**src/rtl/ones_fill_gen.sv**
```systemverilog
// Serial ones-fill generator: builds an r1_size-bit word holding min(count, r1_size)
// right-justified ones by shifting a 1 into a cleared register once per cycle.
module ones_fill_gen #(
    parameter int r1_size = 8,
    parameter int r2_size = 4
) (
    input  logic               clk,
    input  logic               rst,
    input  logic               start,
    input  logic [r2_size-1:0] count,
    output logic [r1_size-1:0] data,
    output logic               rdy,
    output logic               done,
    output logic               sat
);

    typedef enum logic [1:0] {
        IDLE = 2'd0,
        FILL = 2'd1,
        DONE = 2'd2
    } state_t;

    localparam logic [r2_size-1:0] CNT_ONE = r2_size'(1);

    state_t             state_reg, state_next;
    logic [r1_size-1:0] r1_reg, r1_next;
    logic [r2_size-1:0] cnt_reg, cnt_next;
    logic               sat_reg, sat_next;

    logic [r1_size-1:0] r1_shifted;
    logic               full;
    logic               zero;

    // Shift path: each bit takes its lower neighbour, a 1 enters at bit 0.
    generate
        for (genvar gi = 0; gi < r1_size; gi++) begin : g_shift
            if (gi == 0) begin : g_lsb
                assign r1_shifted[gi] = 1'b1;
            end else begin : g_upper
                assign r1_shifted[gi] = r1_reg[gi-1];
            end
        end
    endgenerate

    assign full = &r1_reg;
    assign zero = (cnt_reg == '0);

    always_ff @(posedge clk) begin
        if (rst) begin
            state_reg <= IDLE;
            r1_reg    <= '0;
            cnt_reg   <= '0;
            sat_reg   <= 1'b0;
        end else begin
            state_reg <= state_next;
            r1_reg    <= r1_next;
            cnt_reg   <= cnt_next;
            sat_reg   <= sat_next;
        end
    end

    always_comb begin
        state_next = state_reg;
        r1_next    = r1_reg;
        cnt_next   = cnt_reg;
        sat_next   = sat_reg;
        case (state_reg)
            IDLE: begin
                if (start) begin
                    r1_next    = '0;
                    cnt_next   = count;
                    sat_next   = 1'b0;
                    state_next = FILL;
                end
            end
            FILL: begin
                if (!zero && !full) begin
                    r1_next  = r1_shifted;
                    cnt_next = cnt_reg - CNT_ONE;
                end else begin
                    // Ones still owed but no room left means the request overflowed.
                    sat_next   = !zero && full;
                    state_next = DONE;
                end
            end
            DONE: begin
                state_next = IDLE;
            end
            default: begin
                state_next = IDLE;
            end
        endcase
    end

    assign data = r1_reg;
    assign sat  = sat_reg;
    assign rdy  = (state_reg == IDLE);
    assign done = (state_reg == DONE);

endmodule

```
**config.mk**
```make
export PLATFORM = sky130hd
export DESIGN_NAME = ones_fill_gen
export DESIGN_NICKNAME = d
export VERILOG_FILES = /design/src/rtl/ones_fill_gen.sv
export SDC_FILE = /design/constraint.sdc
export NUM_CORES = 1
export LEC_CHECK = 0
export ABC_AREA = 1
export BUFFER_PORTS_ARGS = -buffer_cell sky130_fd_sc_hd__buf_4
export CORE_UTILIZATION = 25
export CTS_CLUSTER_SIZE = 40
export DETAILED_ROUTE_END_ITERATION = 8
export PLACE_DENSITY = 0.47
export SLEW_MARGIN = 15
export SYNTH_ARGS = -nofsm -noshare
export SYNTH_HDL_FRONTEND = slang
export SYNTH_SLANG_ARGS = --single-unit
```
**constraint.sdc**
```tcl
create_clock -name clk -period 2.05 [get_ports clk]
set_clock_uncertainty 0.2 [all_clocks]
set_input_delay 0.41 -clock clk [delete_from_list [all_inputs] [get_ports clk]]
set_output_delay 0.41 -clock clk [all_outputs]
set_load 0.05 [all_outputs]
```
# Word level (Yosys, flattened, before mapping)
# Cells that the tools add are included.
# totals
wordCells	33
ff_bits	15
# op_classes
n_eq_ne	5
add_sub_neg	1
n_reduce_logical	11
mux	12
# op_table
operator	n
$mux W8	2
$pmux W8 S2	1
$mux W4	2
$pmux W4 S2	1
$reduce_and A8 Y1	1
$ne A2 B2 Y1 const B	3
$reduce_and A3 Y1	2
$logic_not A4 Y1	1
$mux W2	2
$pmux W2 S2	1
$sub A4 B1 Y4 const B	1
$eq A2 B1 Y1 const B	1
$eq A2 B2 Y1 const B	1
$logic_and A1 B1 Y1	2
$logic_not A1 Y1	2
$logic_not A2 Y1	1
$mux W1	2
$pmux W1 S2	1
$reduce_and A2 Y1	1
$reduce_bool A2 Y1	1

# Depth between registers and ports, before layout
# logic_depth
ltp_word	5
mapped_depth	9

# Worst setup path after synthesis
# Ideal clock, no wire load.
# synth_timing
path_type	reg2reg
startpoint	register r1_reg[3], in the netlist data[3]
endpoint	register r1_reg[2], in the netlist data[2]
setup_ns	0.117
setup_slack_ns	0.315
stages_incl_launch_ff	9
arrival_ns	1.418
required_time_ns	1.733
n_path_buf	1
path_cell_list	dfxtp_1 -> nand2_1 -> nor2_2 -> nand2_1 -> nand2_1 -> nand2_2 -> buf_4 -> a21oi_1 -> nor2_1
# synth_via
elab_chain_len	5
# synth_rtl
item	line_no	rtl
start, declared	26	logic [r1_size-1:0] r1_reg, r1_next;
start signal, assigned	56	r1_reg <= r1_next;
$reduce_and A8 Y1	45	assign full = &r1_reg;
$logic_not A1 Y1	77	if (!zero && !full) begin
$logic_and A1 B1 Y1	77	
$ne A2 B2 Y1 (no line)	n/a	
$reduce_and A3 Y1 (no line)	n/a	
# Every way passes these cells.
# A chain may end at the register's enable or synchronous reset.

# Worst setup path after layout
# layout_timing
startpoint	register cnt_reg[0]
endpoint	register r1_reg[3], in the netlist data[3]
# layout_via
elab_chain_len	5
# layout_rtl
item	line_no	rtl
start, declared	27	logic [r2_size-1:0] cnt_reg, cnt_next;
start signal, assigned	57	cnt_reg <= cnt_next;
$logic_not A4 Y1	46	assign zero = (cnt_reg == '0);
$logic_not A1 Y1	77	
$logic_and A1 B1 Y1	77	
$ne A2 B2 Y1 (no line)	n/a	
$reduce_and A3 Y1 (no line)	n/a	
# Every way passes these cells.

==> impl_metrics.yaml <==
status:
  status: "complete, no violations"
routing:
  drc: 0
  via_per_inst: 4.28
  finalWirelength_um: 1790
  first_pass_iters: 4
  drtIter0Drc: 26
  dr_total_vias: 783
  routedWlPerCell_um: 9.80
  ant_nets: 0
global_route:
  grt_pass1_vias: 660
  grt_max_degree: 13
  grt_first_pass_wirelength_um: 2920
  grtUsageTotal: 0.114
  grt-ovfl-total: 0
  grt_antenna_before_repair: 0
timing:
  hold_viol: 0
  drv_slew: 0
  setup_tns_ps: 0
  worst_pin_slew_ps: 340
  rsz0062_at_grt: "false"
  whs_ps: 98.3
  slew_headroom: 0.773
  max_freq_ghz: 0.578
  period_needed_ps: 1730
  setup-violations-final: 0
  fin_crit_sh: 0.844
logic_synthesis:
  syn-cell-area_sq_um: 795
  synthCells: 122
  synth_compound_area_frac: 0.107
  synth_edf_count: 0
  postSynthNetCount: 130
  synth.top_cell.area_share: 0.378
  synthXorXnorAreaFrac: 0
  synth-seq-cells: 15
  avgSynthCellArea_sq_um: 6.51
  synthMuxAreaShare: 0
  netlist_top_cells_area: "dfxtp_1 (38%), nand2_1 (17%), nor2_1 (9.0%)"
  synth_top_family_by_area: "simple AND/OR/NAND/NOR gates"
  synthArstFlopShare: 0
  synth.most_common_cell: "nand2_1"
  synth_top_area_cell: "dfxtp_1"
  synth_warnings: 0
  synth-simple-area-share: 0.392
  ys.flop_type: "dfxtp_1"
  yosysUniqueCellTypes: 18
  synth_fa_ha_area_frac: 0.0157
  ys_top_cells_by_count: "nand2_1 (37), nor2_1 (19), dfxtp_1 (15)"
  yosysSeqAreaShare: 0.378
job:
  maxCapViolCount: 0
die:
  rows: 20
  fp.dieW_um: 58.4
  core_sq_mm: 0.00303
  die_y_um: 58.4
  ioPinCount: 18
  dieArea_sq_mm: 0.00341
  initial_core_util: 0.262
setup_path:
  critPathArrivalTime_ps: 1730
  critPathCaptureType: "register"
  cp.required_ps: 2050
  crit_path_max_incr_delay_ps: 370
  cpMaxStageDelayCell: "dfxtp_1"
  critPathMaxFanout: 12
  path_cells: "inv_1, ha_1, nand3_1, nand2_1, nand2_2, buf_4, nand3_1, nand2_1, nor2_1"
  crit_type: "reg -> reg"
  crit_path_start_kind: "register"
clock_network:
  hold_buffers: 0
  cts_made_buffers: 3
  htreeDepth: 1
  clock_latency_ps: 300
  cts_tree: "yes"
  cts_resized: 0
  cts_sinks: 15
  post_cts_buffers: 0
  clk_path_buf_depth: 2
  root_buffer: "clkbuf_4"
  clk_pin_slew_ps: 100
min_path:
  hp-class: "in -> reg"
power_and_ir_drop:
  ir_worst_vdd_uv: 258
  power_mw: 0.967
  p_leak_nw: 0.462
  power.density_mw_per_mm2: 995
place:
  hpwlAfterDp_um: 1280
  gp_congestion: 0.803
  io_buffers: 17
final_layout:
  layout-drive-gt1-share: 0.201
  nFillCells: 334
  num-nets-final: 148
  antenna_cells: 0
  area_delta_synth_final_pct: 22.4
  largest_reg_flops: 8
  fin_util: 0.321
[power breakdown]
group	leakage, nW	internal, mW	switching [mW]
clock network	0.0177	0.0728	0.108
registers	0.124	0.337	0.0375
logic	0.321	0.137	0.275
total	0.462	0.547	0.421
[final timing paths]
| kind | startpoint | endpoint | slack, ps | depth (start not counted) |
|---|---|---|---|---|
| worst max-delay path | cnt_reg[0] | data[3] | 320 | 9 |
| worst max register to register | cnt_reg[0] | data[3] | 320 | 9 |
| worst min-delay path | rst | state_reg[1] | 100 | 2 |
| worst min register to register | cnt_reg[1] | cnt_reg[1] | 300 | 2 |
[layout make-up]
class,instances,area [sq um],area share
clock buffers,3,22.5,0.0232
clock inverters,1,5.00,0.00515
inverters,10,37.5,0.0386
multi-input cells,91,409,0.421
flip-flops and latches,15,300,0.309
well taps,44,55.1,0.0566
repair buffers,19,143,0.147
[metrics by stage]
step                      cell area (sq um)  cells  setup WS (ps)
after global placement                  945    179            409
final                                   972    183            320
after detailed placement                945    179            357
after floorplan                         795    122            315
after CTS                               972    183            335
after global routing                    972    183            196
[cells by family after synthesis]
logic type / count (synthesis)
and+or+nand+nor: 74
AOI/OAI and AO/OA: 16
adders and majority gates: 1
buffers and inverters: 16
DFF: 15
[metal layers]
metal | vias up | track usage | routed length, um
li1 | 419 | - | -
met4 | 0 | 0.0714 | 27
met3 | 2 | 0.0198 | 53
met2 | 19 | 0.174 | 826
met1 | 343 | 0.148 | 885
met5 | - | 0 | 0
[cells in the final DEF, fill, tap and decap left out, drive strengths merged]
| cell type | netlist | layout |
|---|---|---|
| inv | 10 | 10 |
| nor2 | 21 | 21 |
| a21oi | 11 | 11 |
| buf | 6 | 19 |
| nand2 | 39 | 39 |
| dfxtp | 15 | 15 |
| nand3b | 2 | 2 |
| a21boi | 1 | 1 |
| nand4 | 1 | 1 |
| o21a | 1 | 1 |
| o21ai | 3 | 3 |
| clkbuf | 0 | 3 |
| nand3 | 11 | 11 |
| ha | 1 | 1 |
| clkinv | 0 | 1 |
[worst max-delay path, delay by kind of cell (launching register included)]
kind,cells,cell delay (ps)
flops,1,370
simple gates,6,550
buf+inv,2,280
fa+ha+maj,1,220
No activity file was read; power rests on OpenSTA's default activity.
